===== src/rtl/mac_seq_ctrl_pkg.sv =====
// Shared definitions for the MAC dot-product sequencer.
// Contents: default widths, FSM state encoding, pipeline latencies and the
// derived drain length/counter width used by mac_seq_ctrl.
package mac_seq_ctrl_pkg;

    // Default widths; DATA_W must match the MAC cell's data width.
    localparam int unsigned DEF_DATA_W = 16;
    localparam int unsigned DEF_ADDR_W = 10;
    localparam int unsigned DEF_LEN_W  = 8;

    // Registered MAC result latency and operand buffer read latency.
    localparam int unsigned MAC_LAT = 1;
    localparam int unsigned RD_LAT  = 1;

    // Cycles between the last read strobe and its sum appearing on mac_out.
    localparam int unsigned DRAIN_LEN   = MAC_LAT + RD_LAT;
    localparam int unsigned DRAIN_CNT_W = $clog2(DRAIN_LEN + 1);

    typedef enum logic [1:0] {
        ST_IDLE  = 2'd0,
        ST_RUN   = 2'd1,
        ST_DRAIN = 2'd2,
        ST_DONE  = 2'd3
    } state_e;

endpackage


===== src/rtl/mac_seq_ctrl_if.sv =====
// Bundle between the sequencer and its environment (layer scheduler,
// operand buffers, MAC cell and result consumer).
//   start/len/a_base/b_base/bias : job request from the scheduler
//   busy                         : sequencer not idle
//   rd_en/rd_a_addr/rd_b_addr    : read port to feature/weight buffers
//   rd_a_data/rd_b_data          : buffer read data, 1 cycle after rd_en
//   mac_a/mac_b/mac_tmp/mac_ce   : MAC operands, addend and qualifier
//   mac_out                      : MAC registered result
//   result/result_valid/result_ready : dot-product output handshake
// slave  = sequencer view, master = environment view.
interface mac_seq_ctrl_if
    import mac_seq_ctrl_pkg::*;
#(
    parameter int unsigned DATA_W = DEF_DATA_W,
    parameter int unsigned ADDR_W = DEF_ADDR_W,
    parameter int unsigned LEN_W  = DEF_LEN_W
) ();

    // Job request
    logic              start;
    logic [LEN_W-1:0]  len;
    logic [ADDR_W-1:0] a_base;
    logic [ADDR_W-1:0] b_base;
    logic [DATA_W-1:0] bias;
    logic              busy;

    // Operand buffer read port
    logic              rd_en;
    logic [ADDR_W-1:0] rd_a_addr;
    logic [ADDR_W-1:0] rd_b_addr;
    logic [DATA_W-1:0] rd_a_data;
    logic [DATA_W-1:0] rd_b_data;

    // MAC cell
    logic [DATA_W-1:0] mac_a;
    logic [DATA_W-1:0] mac_b;
    logic [DATA_W-1:0] mac_tmp;
    logic              mac_ce;
    logic [DATA_W-1:0] mac_out;

    // Result handshake
    logic [DATA_W-1:0] result;
    logic              result_valid;
    logic              result_ready;

    modport slave (
        input  start, len, a_base, b_base, bias,
        input  rd_a_data, rd_b_data, mac_out, result_ready,
        output busy, rd_en, rd_a_addr, rd_b_addr,
        output mac_a, mac_b, mac_tmp, mac_ce,
        output result, result_valid
    );

    modport master (
        output start, len, a_base, b_base, bias,
        output rd_a_data, rd_b_data, mac_out, result_ready,
        input  busy, rd_en, rd_a_addr, rd_b_addr,
        input  mac_a, mac_b, mac_tmp, mac_ce,
        input  result, result_valid
    );

endinterface


===== src/rtl/mac_seq_ctrl.sv =====
// Dot-product sequencer: drives one shared registered MAC cell through
// out = bias + sum(a[i]*b[i]) over len elements read from two operand
// buffers, then presents the sum on a valid/ready output.
// Ports:
//   clk  : clock
//   rst  : asynchronous active-low reset; aborts any job without a result
//   bus  : mac_seq_ctrl_if.slave (job request, buffer read port, MAC
//          operand/result, result handshake)
// mac_a/mac_b/mac_tmp/mac_ce are driven combinationally from the returning
// buffer data so the MAC accumulates back-to-back at one element per cycle.
module mac_seq_ctrl
    import mac_seq_ctrl_pkg::*;
#(
    parameter int unsigned DATA_W = DEF_DATA_W,
    parameter int unsigned ADDR_W = DEF_ADDR_W,
    parameter int unsigned LEN_W  = DEF_LEN_W
) (
    input  logic          clk,
    input  logic          rst,
    mac_seq_ctrl_if.slave bus
);

    state_e                 state_q;
    logic [LEN_W-1:0]       len_q;
    logic [LEN_W-1:0]       i_q;        // index of the address currently issued
    logic [DATA_W-1:0]      bias_q;
    logic [DRAIN_CNT_W-1:0] drain_q;

    logic                   busy_q;
    logic                   rd_en_q;
    logic [ADDR_W-1:0]      rd_a_addr_q;
    logic [ADDR_W-1:0]      rd_b_addr_q;
    logic [DATA_W-1:0]      result_q;
    logic                   result_valid_q;

    // Returning-data tracking: read strobe and first-element flag, delayed
    // by the buffer read latency.
    logic                   vld_q;
    logic                   first_q;

    logic [DATA_W-1:0]      mac_a_c;
    logic [DATA_W-1:0]      mac_b_c;
    logic [DATA_W-1:0]      mac_tmp_c;
    logic                   mac_ce_c;

    // Sequencer FSM with registered outputs.
    always_ff @(posedge clk or negedge rst) begin
        if (!rst) begin
            state_q        <= ST_IDLE;
            len_q          <= '0;
            i_q            <= '0;
            bias_q         <= '0;
            drain_q        <= '0;
            busy_q         <= 1'b0;
            rd_en_q        <= 1'b0;
            rd_a_addr_q    <= '0;
            rd_b_addr_q    <= '0;
            result_q       <= '0;
            result_valid_q <= 1'b0;
            vld_q          <= 1'b0;
            first_q        <= 1'b0;
        end else begin
            vld_q   <= rd_en_q;
            first_q <= rd_en_q && (i_q == '0);

            case (state_q)
                ST_IDLE: begin
                    if (bus.start) begin
                        busy_q <= 1'b1;
                        if (bus.len == '0) begin
                            // Empty dot product: the bias is the answer.
                            result_q       <= bus.bias;
                            result_valid_q <= 1'b1;
                            state_q        <= ST_DONE;
                        end else begin
                            len_q       <= bus.len;
                            bias_q      <= bus.bias;
                            i_q         <= '0;
                            rd_en_q     <= 1'b1;
                            rd_a_addr_q <= bus.a_base;
                            rd_b_addr_q <= bus.b_base;
                            state_q     <= ST_RUN;
                        end
                    end
                end

                ST_RUN: begin
                    if (i_q == len_q - LEN_W'(1)) begin
                        rd_en_q <= 1'b0;
                        drain_q <= DRAIN_CNT_W'(DRAIN_LEN - 1);
                        state_q <= ST_DRAIN;
                    end else begin
                        // Address increment wraps naturally at 2^ADDR_W.
                        i_q         <= i_q + LEN_W'(1);
                        rd_a_addr_q <= rd_a_addr_q + ADDR_W'(1);
                        rd_b_addr_q <= rd_b_addr_q + ADDR_W'(1);
                    end
                end

                ST_DRAIN: begin
                    // Last element's sum is on mac_out once drain_q reaches 0.
                    if (drain_q == '0) begin
                        result_q       <= bus.mac_out;
                        result_valid_q <= 1'b1;
                        state_q        <= ST_DONE;
                    end else begin
                        drain_q <= drain_q - DRAIN_CNT_W'(1);
                    end
                end

                ST_DONE: begin
                    // A start in the accepting cycle is dropped; earliest
                    // accept is the following cycle from IDLE.
                    if (bus.result_ready) begin
                        result_valid_q <= 1'b0;
                        busy_q         <= 1'b0;
                        state_q        <= ST_IDLE;
                    end
                end

                default: begin
                    state_q <= ST_IDLE;
                end
            endcase
        end
    end

    // MAC input steering: bias seeds the first element, the MAC's own
    // registered output feeds every later element.
    always_comb begin
        mac_a_c   = '0;
        mac_b_c   = '0;
        mac_tmp_c = '0;
        mac_ce_c  = 1'b0;
        if (vld_q) begin
            mac_ce_c  = 1'b1;
            mac_a_c   = bus.rd_a_data;
            mac_b_c   = bus.rd_b_data;
            mac_tmp_c = first_q ? bias_q : bus.mac_out;
        end
    end

    assign bus.busy         = busy_q;
    assign bus.rd_en        = rd_en_q;
    assign bus.rd_a_addr    = rd_a_addr_q;
    assign bus.rd_b_addr    = rd_b_addr_q;
    assign bus.mac_a        = mac_a_c;
    assign bus.mac_b        = mac_b_c;
    assign bus.mac_tmp      = mac_tmp_c;
    assign bus.mac_ce       = mac_ce_c;
    assign bus.result       = result_q;
    assign bus.result_valid = result_valid_q;

endmodule


===== src/flat_wrapper.sv =====
// flat-port wrapper written by rule: the top's interface ports become plain ports
module mac_seq_ctrl_flat import mac_seq_ctrl_pkg::*;
#(
    parameter int unsigned DATA_W = DEF_DATA_W,
    parameter int unsigned ADDR_W = DEF_ADDR_W,
    parameter int unsigned LEN_W  = DEF_LEN_W
)
  (clk, rst, bus_start, bus_len, bus_a_base, bus_b_base, bus_bias, bus_rd_a_data, bus_rd_b_data, bus_mac_out, bus_result_ready, bus_busy, bus_rd_en, bus_rd_a_addr, bus_rd_b_addr, bus_mac_a, bus_mac_b, bus_mac_tmp, bus_mac_ce, bus_result, bus_result_valid);
  mac_seq_ctrl_if #(.DATA_W(DATA_W), .ADDR_W(ADDR_W), .LEN_W(LEN_W)) bus_i ();
  input  logic clk;
  input  logic rst;
  input wire logic [$bits(bus_i.start)-1:0] bus_start;
  input wire logic [$bits(bus_i.len)-1:0] bus_len;
  input wire logic [$bits(bus_i.a_base)-1:0] bus_a_base;
  input wire logic [$bits(bus_i.b_base)-1:0] bus_b_base;
  input wire logic [$bits(bus_i.bias)-1:0] bus_bias;
  input wire logic [$bits(bus_i.rd_a_data)-1:0] bus_rd_a_data;
  input wire logic [$bits(bus_i.rd_b_data)-1:0] bus_rd_b_data;
  input wire logic [$bits(bus_i.mac_out)-1:0] bus_mac_out;
  input wire logic [$bits(bus_i.result_ready)-1:0] bus_result_ready;
  output wire logic [$bits(bus_i.busy)-1:0] bus_busy;
  output wire logic [$bits(bus_i.rd_en)-1:0] bus_rd_en;
  output wire logic [$bits(bus_i.rd_a_addr)-1:0] bus_rd_a_addr;
  output wire logic [$bits(bus_i.rd_b_addr)-1:0] bus_rd_b_addr;
  output wire logic [$bits(bus_i.mac_a)-1:0] bus_mac_a;
  output wire logic [$bits(bus_i.mac_b)-1:0] bus_mac_b;
  output wire logic [$bits(bus_i.mac_tmp)-1:0] bus_mac_tmp;
  output wire logic [$bits(bus_i.mac_ce)-1:0] bus_mac_ce;
  output wire logic [$bits(bus_i.result)-1:0] bus_result;
  output wire logic [$bits(bus_i.result_valid)-1:0] bus_result_valid;
  assign bus_i.start = bus_start;
  assign bus_i.len = bus_len;
  assign bus_i.a_base = bus_a_base;
  assign bus_i.b_base = bus_b_base;
  assign bus_i.bias = bus_bias;
  assign bus_i.rd_a_data = bus_rd_a_data;
  assign bus_i.rd_b_data = bus_rd_b_data;
  assign bus_i.mac_out = bus_mac_out;
  assign bus_i.result_ready = bus_result_ready;
  assign bus_busy = bus_i.busy;
  assign bus_rd_en = bus_i.rd_en;
  assign bus_rd_a_addr = bus_i.rd_a_addr;
  assign bus_rd_b_addr = bus_i.rd_b_addr;
  assign bus_mac_a = bus_i.mac_a;
  assign bus_mac_b = bus_i.mac_b;
  assign bus_mac_tmp = bus_i.mac_tmp;
  assign bus_mac_ce = bus_i.mac_ce;
  assign bus_result = bus_i.result;
  assign bus_result_valid = bus_i.result_valid;
  mac_seq_ctrl #(.DATA_W(DATA_W), .ADDR_W(ADDR_W), .LEN_W(LEN_W)) u_core (.clk(clk), .rst(rst), .bus(bus_i));
endmodule

===== config.mk =====
export PLATFORM = sky130hd
export DESIGN_NAME = mac_seq_ctrl_flat
export DESIGN_NICKNAME = d
export VERILOG_FILES = /design/src/rtl/mac_seq_ctrl_pkg.sv /design/src/rtl/mac_seq_ctrl_if.sv /design/src/rtl/mac_seq_ctrl.sv /design/src/flat_wrapper.sv
export SDC_FILE = /design/constraint.sdc
export NUM_CORES = 1
export LEC_CHECK = 0
export CORE_AREA = 2 2 86 149
export CTS_CLUSTER_SIZE = 16
export DETAILED_ROUTE_END_ITERATION = 10
export DIE_AREA = 0 0 88 151
export PLACE_DENSITY = 0.8
export SETUP_SLACK_MARGIN = 0.05
export SYNTH_ARGS = -nofsm -noshare
export SYNTH_HDL_FRONTEND = slang
export SYNTH_SLANG_ARGS = --single-unit

===== constraint.sdc =====
create_clock -name clk -period 2.1 [get_ports clk]
set_input_delay 0.315 -clock clk [delete_from_list [all_inputs] [get_ports clk]]
set_output_delay 0.315 -clock clk [all_outputs]
set_load 0.01 [all_outputs]

==> impl_metrics.json <==
{
  "syn_area_sq_um": 4740,
  "dp_hpwl_microns": 11800,
  "grt_pass1_wl_microns": 25800,
  "synth_cells": 518,
  "yosys_warnings": 0,
  "fin_util_pct": 67.7,
  "switching_share_pct": 41.1,
  "seqPwrFrac_pct": 23.2,
  "hold_viol": 0,
  "crit_path_end_kind": "flip-flop",
  "fin_skew_ps": 9.75,
  "numCtsBuffers": 9,
  "insertion_delay_ps": 340,
  "final_nets": 864,
  "layout-drive-gt1-share_pct": 22.7,
  "synth-seq-area-share_pct": 40.7,
  "die_height_microns": 151,
  "path_max_fanout": 8,
  "boundaryPins": 184,
  "synth_top_area_cell": "dfrtp_1",
  "gr-total-overflow": 0,
  "ys_ff_latch": 77,
  "worstMarginPinSlew_ps": 563,
  "syn_nets": 624,
  "vias": 5163,
  "synth_edf_count": 0,
  "die_x_microns": 88,
  "synth_top_area_share_pct": 40.7,
  "pwr_density_cell_nw_per_um2": 1510,
  "h-tree-depth": 3,
  "p_int_w": 0.00726,
  "diodes": 0,
  "drcViolationCount": 0,
  "start_util_pct": 39.5,
  "pwr-share-clk_pct": 13.8,
  "dp_cells": 888,
  "cts_tree": "yes",
  "peakVddDrop_mv": 0.777,
  "stdcell_area_sq_um": 8130,
  "critical_path_arrival_ps": 2590,
  "area.growth.synth_to_final_pct": 71.7,
  "cts.sinks": 77,
  "dpl-instance-area_sq_um": 7120,
  "drv_slew": 0,
  "pre_cts_slack_ps": -503,
  "drv_cap": 0,
  "fp-row-count": 53,
  "root_buffer": "clkbuf_16",
  "hold_class": "in -> reg",
  "wl_microns": 18000,
  "coreArea_sq_um": 12000,
  "yosys-top-cells-area": "dfrtp_1 41%, mux2i_1 8.9%, a21oi_1 5.9%",
  "critPathKind": "reg -> reg",
  "cp-start-kind": "flip-flop",
  "setup_violations": 33,
  "yosysMostFrequentCell": "dfrtp_1",
  "finalNonFillerCells": 928,
  "synth_common_cells": "77 x dfrtp_1, 56 x a21oi_1, 51 x nor2_1",
  "cp.required_ps": 2320,
  "synth_ff_type": "dfrtp_1",
  "grt_pass1_vias": 5390,
  "ant_nets": 0,
  "gp_congestion": 0.884,
  "die_area_sq_um": 13300,
  "grt_use_total_pct": 24.8,
  "synth_area_per_cell_sq_um": 9.14,
  "place.port_buffers": 183,
  "status": "finished with violations",
  "synth_cell_type_count": 54,
  "switchingPower_w": 0.00506,
  "first_iter_violations": 369,
  "antenna_found_initial": 0,
  "fmax_mhz": 422,
  "power_frac_comb_pct": 63.0,
  "setup_ws_ps": -271,
  "slew_headroom_pct": 62.3,
  "grt_start_max_net_pins": 58,
  "leakage_nw": 3.45,
  "violations": "negative setup slack",
  "clk_path_buf_depth": 2,
  "rsz0062_at_grt": "true",
  "clk_pin_slew_ps": 70,
  "dr.pass1.iters": 7,
  "min_period_over_period_pct": 113,
  "via_per_inst": 5.56,
  "async_flop_share_pct": 100,
  "fin_crit_ps": 2370,
  "wl_per_cell_microns": 19.4
}
==> cell type report <==
| type | count | area [sq um] |
|---|---|---|
| fill | 846 | 3870 |
| clock buffer | 9 | 225 |
| inverter | 18 | 67.6 |
| sequential | 77 | 1930 |
| multi-input combinational | 393 | 2970 |
| timing repair buffer | 259 | 2630 |
| tap | 165 | 206 |
| clock inverter | 7 | 100 |
==> flip-flops by register name, indices dropped and copies added, names as in the netlist <==
register,flops
u_core.bus.rd_en,1
u_core.bus.busy,1
u_core.bus.result_valid,1
u_core.vld_q,1
u_core.drain_q,2
u_core.i_q,8
u_core.bias_q,16
u_core.bus.result,16
u_core.bus.rd_a_addr,10
u_core.bus.rd_b_addr,10
u_core.len_q,8
u_core.first_q,1
u_core.state_q,2
==> placed cells by master (no fill, tap or decap), drive strengths merged, types with 3 or more instances in the layout <==
master and n:
nor2 52, mux2 23, a31oi 7, and3 6, o22ai 4, a211oi 8
xnor2 6, o21ai 9, ha 10, a21oi 57, nand3 18, xor2 4
mux2i 42, and2 37, dfrtp 77, clkdlybuf4s50 159, dlymetal6s2s 11, nor2b 18
nor3 14, clkbuf 10, nand2b 5, inv 18, buf 75, dlygate4sd2 11
nand4 4, a31o 4, clkinvlp 3, nand2 33
==> power by group through the flow <==
stage | registers, W | clock network [W] | logic (W)
after floorplan | 0.00283 | 0 | 0.00340
after global placement | 0.00274 | 0 | 0.00625
after detailed placement | 0.00278 | 0 | 0.00649
after CTS | 0.00279 | 0.00170 | 0.00718
after global routing | 0.00294 | 0.00177 | 0.00829
final | 0.00286 | 0.00170 | 0.00775
==> critical path, cell delays in order, from the launching register on <==
cell and delay, ps:
dfrtp_1 420, buf_4 170, xnor2_1 270, o211ai_1 190, nor4b_2 250, buf_4 180
buf_6 100, nand3_4 160, and4b_1 260, a211o_1 240
==> what timing repair did <==
item,4_1_cts,5_1_grt
gates cloned,2,3
setup endpoints to repair,66,54
pin swaps,19,19
hold buffers,1,0
buffers inserted,13,5
hold endpoints to repair,20,0
resized for setup,62,56
==> path summary, 6_finish.rpt <==
| kind | startpoint | endpoint | slack, ps | depth (start not counted) |
|---|---|---|---|---|
| setup reg to reg | u_core.len_q[4] | u_core.bus.rd_b_addr[8] | -270 | 9 |
| hold / removal | bus_len[7] | u_core.len_q[7] | 380 | 2 |
| max in group asynchronous | rst | u_core.i_q[2] | 1040 | 3 |
| min in group asynchronous | rst | u_core.bias_q[10] | 420 | 2 |
| setup / recovery | u_core.len_q[4] | u_core.bus.rd_b_addr[8] | -270 | 9 |
| hold reg to reg | u_core.bias_q[15] | u_core.bias_q[15] | 510 | 1 |
==> layer usage <==
metal / up-vias / wire length, microns / global-route usage (%)
met4: 0 / 691 / 13.5
li1: 2306 / - / -
met2: 302 / 9910 / 47.1
met1: 2491 / 6000 / 24.5
met5: - / 0 / 0
met3: 64 / 1390 / 4.47
==> stage by stage <==
stage / total power (W) / hold WS [ps] / setup TNS, ps
floorplan: 0.00623 / 19.4 / 0
global placement: 0.00900 / 225 / -19930
detailed placement: 0.00927 / 229 / -22170
CTS: 0.0117 / 367 / -2290
global route: 0.0130 / 377 / -9440
finish: 0.0123 / 377 / -4660
==> cell families after synthesis <==
kind of cell / share of synthesized area (%)
xor gates and xnor gates: 1.85
adders and majority gates: 2.64
AOI/OAI and AO/OA: 14.1
and+or+nand+nor: 21.8
buffers and inverters: 4.54
muxes: 14.3
DFF: 40.7
Power figures use the tool's default switching activity.
